### src/rtl/key_pkg.sv
// Shared definitions for the key front end: debounce channel state encoding and board timing constants.
package key_pkg;

  localparam int CLK_FREQ_HZ          = 50_000_000;
  localparam int DEBOUNCE_CYC_DEFAULT = 1_000_000;

  typedef enum logic [1:0] {
    UP      = 2'd0,
    FILT_DN = 2'd1,
    DOWN    = 2'd2,
    FILT_UP = 2'd3
  } key_state_e;

endpackage

### src/rtl/key_debounce_decoder_if.sv
// Key bundle between the pins/bench (master) and the debounce front end (slave).
interface key_debounce_decoder_if #(
  parameter int N_KEYS = 4
);
  logic [N_KEYS-1:0] key_raw;
  logic [N_KEYS-1:0] key_db;
  logic [N_KEYS-1:0] key_press;
  logic [N_KEYS-1:0] key_release;
  logic [1:0]        key_code;
  logic              key_valid;

  modport master (
    output key_raw,
    input  key_db, key_press, key_release, key_code, key_valid
  );

  modport slave (
    input  key_raw,
    output key_db, key_press, key_release, key_code, key_valid
  );
endinterface

### src/rtl/key_debounce_ch.sv
// One key channel: synchroniser, four-state debounce FSM with restartable counter,
// registered active-low level plus press/release pulses.
module key_debounce_ch
  import key_pkg::*;
#(
  parameter int DEBOUNCE_CYC = DEBOUNCE_CYC_DEFAULT,
  parameter int CNT_W        = 20,
  parameter int SYNC_STAGES  = 2
) (
  input  logic sys_clk,
  input  logic sys_rst,
  input  logic key_raw,
  output logic key_db,
  output logic key_press,
  output logic key_release
);

  localparam logic [CNT_W-1:0] CNT_LAST = CNT_W'(DEBOUNCE_CYC - 1);

  logic [SYNC_STAGES-1:0] sync_q;
  logic                   key_s;
  key_state_e             state_q, state_d;
  logic [CNT_W-1:0]       cnt_q, cnt_d;
  logic                   db_d, press_d, release_d;

  // Synchroniser idles high so a reset looks like "no key pressed".
  always_ff @(posedge sys_clk or negedge sys_rst) begin
    if (!sys_rst) begin
      sync_q <= '1;
    end else begin
      // NOTE: non-blocking assignments keep every flop sampling pre-edge values, so the chain really delays.
      sync_q <= {sync_q[SYNC_STAGES-2:0], key_raw};
    end
  end

  assign key_s = sync_q[SYNC_STAGES-1];

  always_ff @(posedge sys_clk or negedge sys_rst) begin
    if (!sys_rst) begin
      state_q     <= UP;
      cnt_q       <= '0;
      key_db      <= 1'b1;
      key_press   <= 1'b0;
      key_release <= 1'b0;
    end else begin
      state_q     <= state_d;
      cnt_q       <= cnt_d;
      key_db      <= db_d;
      key_press   <= press_d;
      key_release <= release_d;
    end
  end

  always_comb begin
    // NOTE: every output gets a default first so no path leaves a value unassigned (no latch).
    state_d   = state_q;
    cnt_d     = cnt_q;
    db_d      = key_db;
    press_d   = 1'b0;
    release_d = 1'b0;
    unique case (state_q)
      UP: begin
        if (!key_s) begin
          state_d = FILT_DN;
          cnt_d   = '0;
        end
      end
      FILT_DN: begin
        if (key_s) begin
          state_d = UP;
          cnt_d   = '0;
        end else if (cnt_q == CNT_LAST) begin
          state_d = DOWN;
          cnt_d   = '0;
          db_d    = 1'b0;
          press_d = 1'b1;
        end else begin
          cnt_d = cnt_q + CNT_W'(1);
        end
      end
      DOWN: begin
        if (key_s) begin
          state_d = FILT_UP;
          cnt_d   = '0;
        end
      end
      FILT_UP: begin
        if (!key_s) begin
          state_d = DOWN;
          cnt_d   = '0;
        end else if (cnt_q == CNT_LAST) begin
          state_d   = UP;
          cnt_d     = '0;
          db_d      = 1'b1;
          release_d = 1'b1;
        end else begin
          cnt_d = cnt_q + CNT_W'(1);
        end
      end
      default: begin
        state_d = UP;
        cnt_d   = '0;
      end
    endcase
  end

endmodule

### src/rtl/key_debounce_decoder.sv
// Four-key front end: one debounce channel per key plus a registered priority encoder
// (lowest index wins) producing key_code/key_valid one cycle after key_db.
module key_debounce_decoder
  import key_pkg::*;
#(
  parameter int N_KEYS       = 4,
  parameter int DEBOUNCE_CYC = DEBOUNCE_CYC_DEFAULT,
  parameter int CNT_W        = 20,
  parameter int SYNC_STAGES  = 2
) (
  input  logic                   sys_clk,
  input  logic                   sys_rst,
  key_debounce_decoder_if.slave  bus
);

  logic [N_KEYS-1:0] db, press, release_p;
  logic [1:0]        code_d, code_q;
  logic              valid_d, valid_q;

  for (genvar g = 0; g < N_KEYS; g++) begin : g_ch
    key_debounce_ch #(
      .DEBOUNCE_CYC (DEBOUNCE_CYC),
      .CNT_W        (CNT_W),
      .SYNC_STAGES  (SYNC_STAGES)
    ) u_ch (
      .sys_clk     (sys_clk),
      .sys_rst     (sys_rst),
      .key_raw     (bus.key_raw[g]),
      .key_db      (db[g]),
      .key_press   (press[g]),
      .key_release (release_p[g])
    );
  end

  // Scan high-to-low so the lowest-numbered pressed key is written last and wins.
  always_comb begin
    code_d = '0;
    for (int i = N_KEYS - 1; i >= 0; i--) begin
      if (!db[i]) code_d = 2'(i);
    end
    valid_d = ~&db;
  end

  always_ff @(posedge sys_clk or negedge sys_rst) begin
    if (!sys_rst) begin
      code_q  <= '0;
      valid_q <= 1'b0;
    end else begin
      code_q  <= code_d;
      valid_q <= valid_d;
    end
  end

  assign bus.key_db      = db;
  assign bus.key_press   = press;
  assign bus.key_release = release_p;
  assign bus.key_code    = code_q;
  assign bus.key_valid   = valid_q;

endmodule

### src/flat_wrapper.sv
// flat-port wrapper written by rule: the top's interface ports become plain ports
module key_debounce_decoder_flat import key_pkg::*;
#(
  parameter int N_KEYS       = 4,
  parameter int DEBOUNCE_CYC = DEBOUNCE_CYC_DEFAULT,
  parameter int CNT_W        = 20,
  parameter int SYNC_STAGES  = 2
)
  (sys_clk, sys_rst, bus_key_raw, bus_key_db, bus_key_press, bus_key_release, bus_key_code, bus_key_valid);
  key_debounce_decoder_if #(.N_KEYS(N_KEYS)) bus_i ();
  input  logic sys_clk;
  input  logic sys_rst;
  input wire logic [$bits(bus_i.key_raw)-1:0] bus_key_raw;
  output wire logic [$bits(bus_i.key_db)-1:0] bus_key_db;
  output wire logic [$bits(bus_i.key_press)-1:0] bus_key_press;
  output wire logic [$bits(bus_i.key_release)-1:0] bus_key_release;
  output wire logic [$bits(bus_i.key_code)-1:0] bus_key_code;
  output wire logic [$bits(bus_i.key_valid)-1:0] bus_key_valid;
  assign bus_i.key_raw = bus_key_raw;
  assign bus_key_db = bus_i.key_db;
  assign bus_key_press = bus_i.key_press;
  assign bus_key_release = bus_i.key_release;
  assign bus_key_code = bus_i.key_code;
  assign bus_key_valid = bus_i.key_valid;
  key_debounce_decoder #(.N_KEYS(N_KEYS), .DEBOUNCE_CYC(DEBOUNCE_CYC), .CNT_W(CNT_W), .SYNC_STAGES(SYNC_STAGES)) u_core (.sys_clk(sys_clk), .sys_rst(sys_rst), .bus(bus_i));
endmodule
### config.mk
export PLATFORM = sky130hd
export DESIGN_NAME = key_debounce_decoder_flat
export DESIGN_NICKNAME = d
export VERILOG_FILES = /design/src/rtl/key_pkg.sv /design/src/rtl/key_debounce_decoder_if.sv /design/src/rtl/key_debounce_ch.sv /design/src/rtl/key_debounce_decoder.sv /design/src/flat_wrapper.sv
export SDC_FILE = /design/constraint.sdc
export NUM_CORES = 1
export LEC_CHECK = 0
export BUFFER_PORTS_ARGS = -buffer_cell sky130_fd_sc_hd__buf_4
export CELL_PAD_IN_SITES_DETAIL_PLACEMENT = 0
export CELL_PAD_IN_SITES_GLOBAL_PLACEMENT = 1
export CORE_ASPECT_RATIO = 1.5
export CORE_MARGIN = 1
export CORE_UTILIZATION = 35
export CTS_BUF_LIST = sky130_fd_sc_hd__clkbuf_8
export DETAILED_ROUTE_END_ITERATION = 8
export MAX_ROUTING_LAYER = met4
export PLACE_DENSITY_LB_ADDON = 0.1
export SYNTH_ARGS = -nofsm -noshare
export SYNTH_HDL_FRONTEND = slang
export SYNTH_SLANG_ARGS = --single-unit
### constraint.sdc
create_clock -name sys_clk -period 5.6 [get_ports sys_clk]
set_clock_uncertainty 0.05 [all_clocks]
set_input_delay 0.84 -clock sys_clk [delete_from_list [all_inputs] [get_ports sys_clk]]
set_output_delay 0.84 -clock sys_clk [all_outputs]
set_load 0.05 [all_outputs]
======== Yosys cells after proc, flatten, opt, wreduce, memory -nomap -nowiden ========
Cells that the tools add are included.
word-level totals
  flip-flop bits (word level) ............. 111
  bits of input ports ..................... 6
  output and inout bits ................... 15
  logic and storage cells ................. 196
operators by class
  $add $sub $neg .......................... 4
  equality and inequality tests ........... 48
  mux-type cells .......................... 96
  reductions and logical operators ........ 22
operators by type and width
  cell                                                              number
  20-bit 2-to-1 mux                                                 20
  20-bit one-hot mux with 4 select lines                            4
  20-bit by 1-bit adder with 20-bit output (second input constant)  4
  20-bit == test (second input constant)                            4
  2-bit 2-to-1 mux                                                  28
  2-bit != test (second input constant)                             24
  1-bit 2-to-1 mux                                                  36
  2-bit one-hot mux with 4 select lines                             4
  3-bit != test (second input constant)                             8
  4-bit AND reduction                                               5
  5-bit AND reduction                                               4
  2-bit == test (second input constant)                             8
  2-bit by 1-bit == test with 1-bit output (second input constant)  4
  2-bit zero test                                                   4
  1-bit one-hot mux with 2 select lines                             4
  2-bit AND reduction                                               4
  2-bit nonzero test                                                4
  1-bit zero test                                                   1

======== Logic depth before layout (Yosys ltp) ========
  depth after elaboration ................. 4
  mapped depth ............................ 8
  depth with buffers taken out ............ 6

======== Hierarchy ========
From an unflattened synthesis, not the netlist that was laid out.
unflattened totals
  cells, all modules ...................... 662
  area total of the unflattened synthesis .. 5969.5 sq um
modules (own cells, without submodules)
  module                                     instances  cells an instance  area each (sq um)  seq. area each (sq um)
  key_debounce_ch (u_core.g_ch[0].u_ch ...)  3          166                1473.9             679.4
  key_debounce_ch (u_core.g_ch[3].u_ch)      1          156                1443.9             679.4
  key_debounce_decoder                       1          8                  103.8              75.1

======== Worst setup path before layout ========
Ideal clock, no wire load.
  path type ............................... reg-to-reg
  from .................................... reg u_core.g_ch[0].u_ch.cnt_q[0]
  to ...................................... reg u_core.g_ch[0].u_ch.key_db
  arrival ................................. 1.953 ns
  data required time ...................... 5.473 ns
  path slack .............................. 3.520 ns
  cell stages (with the launch flop) ...... 7
  path buffers ............................ 0
  period minus slack after synthesis ...... 2.080 ns
  cells stage by stage .................... dfrtp_1 > ha_1 > nand3_2 > or4_4 > or3_4 > o21ai_2 > o2bb2a_4
on the way
  word-level cells in the longest chain between the ends .. 3
ends and longest elaborated chain
  item                             line                                          RTL
  start, declared                  key_debounce_ch.sv:23                         logic [CNT_W-1:0] cnt_q, cnt_d;
  start signal, assigned           key_debounce_ch.sv:47                         cnt_q <= cnt_d;
  20-bit == test *                 key_debounce_ch.sv:72, key_debounce_ch.sv:91
  2-bit != test (no line)          --
  5-bit AND reduction (no line) *  --
  end signal, assigned             key_debounce_ch.sv:42                         key_db <= 1'b1;
  end signal, assigned             key_debounce_ch.sv:48                         key_db <= db_d;
  end, declared                    key_debounce_ch.sv:13                         output logic key_db,
Mark *: on every way between the ends. The rest lies on a longest branch, timed or not.
A chain may end at the register's enable or synchronous reset.

======== Worst setup path in the final report ========
  from .................................... reg u_core.g_ch[2].u_ch.cnt_q[0]
  to ...................................... reg u_core.g_ch[2].u_ch.cnt_q[14]
on the way
  word-level cells in the longest chain between the ends .. 4
ends and longest elaborated chain
  item                                                                               line                                          RTL
  start, declared                                                                    key_debounce_ch.sv:23
  start signal, assigned                                                             key_debounce_ch.sv:47
  20-bit by 1-bit adder with 20-bit output / 20-bit == test (equally long branches)  --
  20-bit 2-to-1 mux *                                                                key_debounce_ch.sv:72, key_debounce_ch.sv:91
  20-bit 2-to-1 mux, on equally long branches                                        key_debounce_ch.sv:88, key_debounce_ch.sv:69
  20-bit one-hot mux with 4 select lines *                                           key_debounce_ch.sv:61                         unique case (state_q)
Marks and branches as above.

==> impl_metrics.toml <==
[synthesis]
synth_nets = 642
synth_cells = 632
postSynth.asyncResetShare_pct = 100.0
yosysUniqueCellTypes = 57
netlist_area_mm2 = 0.005751
seq_area_frac_synth_pct = 48.56
avgSynthCellArea_um2 = 9.099
synthFlopType = "dfrtp_1"
synth-seq-cells = 111
yosys_warnings = 0
synth_edf_count = 0

[outcome]
status = "finished clean"

[sta]
slew_headroom_pct = 15.68
finalMaxSlewViolations = 0
period_needed_ps = 2740
hold_viol = 0
timing.fmax_mhz = 365.0
post-route-period-util_pct = 48.92
setup_viol = 0
rsz0062_at_grt = "no"
fin_setup_tns_ps = 0
worstMarginPinSlew_ps = 1260

[route]
routed_wl_mm = 13.40
routed_via_density = 5.482
num_vias = 4621
ant_nets = 0
drc = 0
drt-pass1-iter-count = 5
wl_per_cell_um = 15.89
initialDrtViolationCount = 251

[die]
die_h_um = 159.0
rows = 57
die_w_um = 106.7
die-area_mm2 = 0.01696
ioPinCount = 21
core-area_mm2 = 0.01612
start_util_pct = 35.68

[finish]
layout_common_cells = "dfrtp_1, nand2_1, nand3_1"
antennaDiodeCount = 0
final_cell_count_no_fill = 843
drive_gt1_share_pct = 10.68
nNetsFinal = 642
final_common_cell = "dfrtp_1"
final_util_pct = 38.36
area_delta_synth_final_pct = 7.528

[grt]
grt_pass1_vias = 4693
grt-ovfl-total = 0
grt_first_pass_wirelength_mm = 23.01
grt_util_all_layers_pct = 17.48
antenna_found_initial = 0
grt_max_degree = 73

[clock_network]
cts_setup_buffers = 0
cts.path.max_buffers = 2
cts_tree = "built"
cts_buffers = 9
cts-resized-gates = 0
cts-htree-levels = 3
clkSinkCount = 111
clkLatencyLatePin_ps = 390
ctsHoldBuffers = 0
clock-root-buffer = "clkbuf_8"
path_clk_slew_ps = 110

[setup_path]
critPathKind = "reg -> reg"
critical_path.top_delay_family = "compound AO/OA/AOI/OAI gates"
path_max_fanout = 11
max_stage_delay_ps = 840
end_kind = "register"
cp_cell_sequence = "ha_1, nand3_1, or3_1, o21ai_0, nor2_1, a22o_1"
critPathBufInv = 0
arrival_ps = 2970
crit_required_ps = 5830
slowest_stage = "o21ai_0"
start_kind = "register"

[placement]
port-buffer-count = 20
hpwl_mm = 9.235
placedCellCount = 827
gp_congestion = 0.7833

[flow_run]
drv_cap = 0

[pwr]
ir_worst_vdd_mv = 0.1046
powerDensity_mw_per_mm2 = 251.1
p_leak_nw = 2.553
power.total_mw = 1.553

[worst_hold_path]
holdCritPathClass = "reg -> reg"
cell type report:
| cell class | count | area (µm²) |
|---|---|---|
| Clock buffer | 10 | 137.6 |
| Clock inverter | 6 | 45.04 |
| Fill cell | 1662 | 9935 |
| Inverter | 28 | 105.1 |
| Multi-Input combinational cell | 459 | 2673 |
| Sequential cell | 111 | 2793 |
| Tap cell | 206 | 257.7 |
| Timing Repair Buffer | 23 | 172.7 |
sequential cells by signal, indices dropped and copies added, names as in the netlist, named ones only:
name                          flops
u_core.g_ch.u_ch.cnt_q           80
u_core.bus.key_code               2
u_core.bus.key_valid              1
u_core.g_ch.u_ch.key_db           4
u_core.g_ch.u_ch.key_press        4
u_core.g_ch.u_ch.state_q          4
u_core.g_ch.u_ch.sync_q           8
u_core.g_ch.u_ch.key_release      4
synthesized netlist by cell type, types with 3 or more instances:
cell	n	area, µm²
o31ai_1	4	30.03
mux2i_1	9	90.09
nor2_1	40	150.1
dfrtp_1	99	2477
buf_2	6	30.03
and4_1	5	43.79
and3_1	11	68.82
nor3b_1	4	30.03
or4_1	4	30.03
xor2_1	10	87.58
and2_1	5	31.28
nand2b_1	6	37.54
nand4_1	24	150.1
nand3_1	53	265.3
a31oi_1	8	50.05
or3_1	21	131.4
buf_4	12	90.09
clkbuf_1	16	60.06
or2_2	6	37.54
ha_1	4	50.05
nor4_1	7	43.79
o21ai_0	46	230.2
and2_0	3	18.77
xnor2_1	4	35.03
a21o_1	13	97.59
nand2_1	62	232.7
o22ai_1	3	18.77
o21a_1	5	37.54
dfstp_2	12	315.3
a22o_1	7	61.31
a21oi_1	46	230.2
nor3_1	18	90.09
inv_1	28	105.1
worst register-to-register path, cell delays in order, from the launching register on:
cell     delay (ps)
dfrtp_1         400
ha_1            210
nand3_1         200
or3_1           450
o21ai_0         840
nor2_1          220
a22o_1          260
final timing paths:
path / from / endpoint / slack, ps / cells past startpoint
min reg2reg: u_core.g_ch[3].u_ch.sync_q[0] / u_core.g_ch[3].u_ch.sync_q[1] / 310 / 0
max in group asynchronous: sys_rst / u_core.g_ch[2].u_ch.sync_q[0] / 3850 / 2
max reg2reg: u_core.g_ch[2].u_ch.cnt_q[0] / u_core.g_ch[2].u_ch.cnt_q[14] / 2860 / 6
max: u_core.g_ch[2].u_ch.cnt_q[0] / u_core.g_ch[2].u_ch.cnt_q[14] / 2860 / 6
min in group asynchronous: sys_rst / u_core.g_ch[1].u_ch.cnt_q[12] / 540 / 1
min: u_core.g_ch[3].u_ch.sync_q[0] / u_core.g_ch[3].u_ch.sync_q[1] / 310 / 0
report_power, final:
part           internal (mW)  leakage (nW)  total (mW)  switching [mW]
Combinational         0.0689         0.971       0.223           0.154
Sequential             0.826          1.49       0.857          0.0312
Clock                  0.177        0.0966       0.472           0.295
Total                   1.07          2.55        1.55           0.481
kinds of logic after synthesis:
kind of cell	share of synthesized area, %
and+or+nand+nor	26.26
AOI/OAI and AO/OA	15.45
DFF	48.56
buffers and inverters	4.961
xor gates and xnor gates	2.132
muxes	1.762
adders and majority gates	0.8704
metrics by stage:
stage               setup WS [ps]  hold slack [ps]  area, µm²
global route                 2412            319.7       6183
finish                       2860            313.6       6183
CTS                          2795            315.6       6183
detailed placement           2803            298.7       6001
floorplan                    3520            295.2       5751
global placement             2869            296.7       6001
layer usage:
| metal | vias to the layer above | track usage (%) | routed length [µm] |
|---|---|---|---|
| met1 | 2255 | 20.99 | 5932 |
| met5 | - | - | 0 |
| li1 | 2265 | - | - |
| met3 | 22 | 2.292 | 385 |
| met2 | 79 | 28.68 | 6735 |
| met4 | 0 | 8.468 | 345 |
Note: power is estimated with default switching activity, not from simulation.
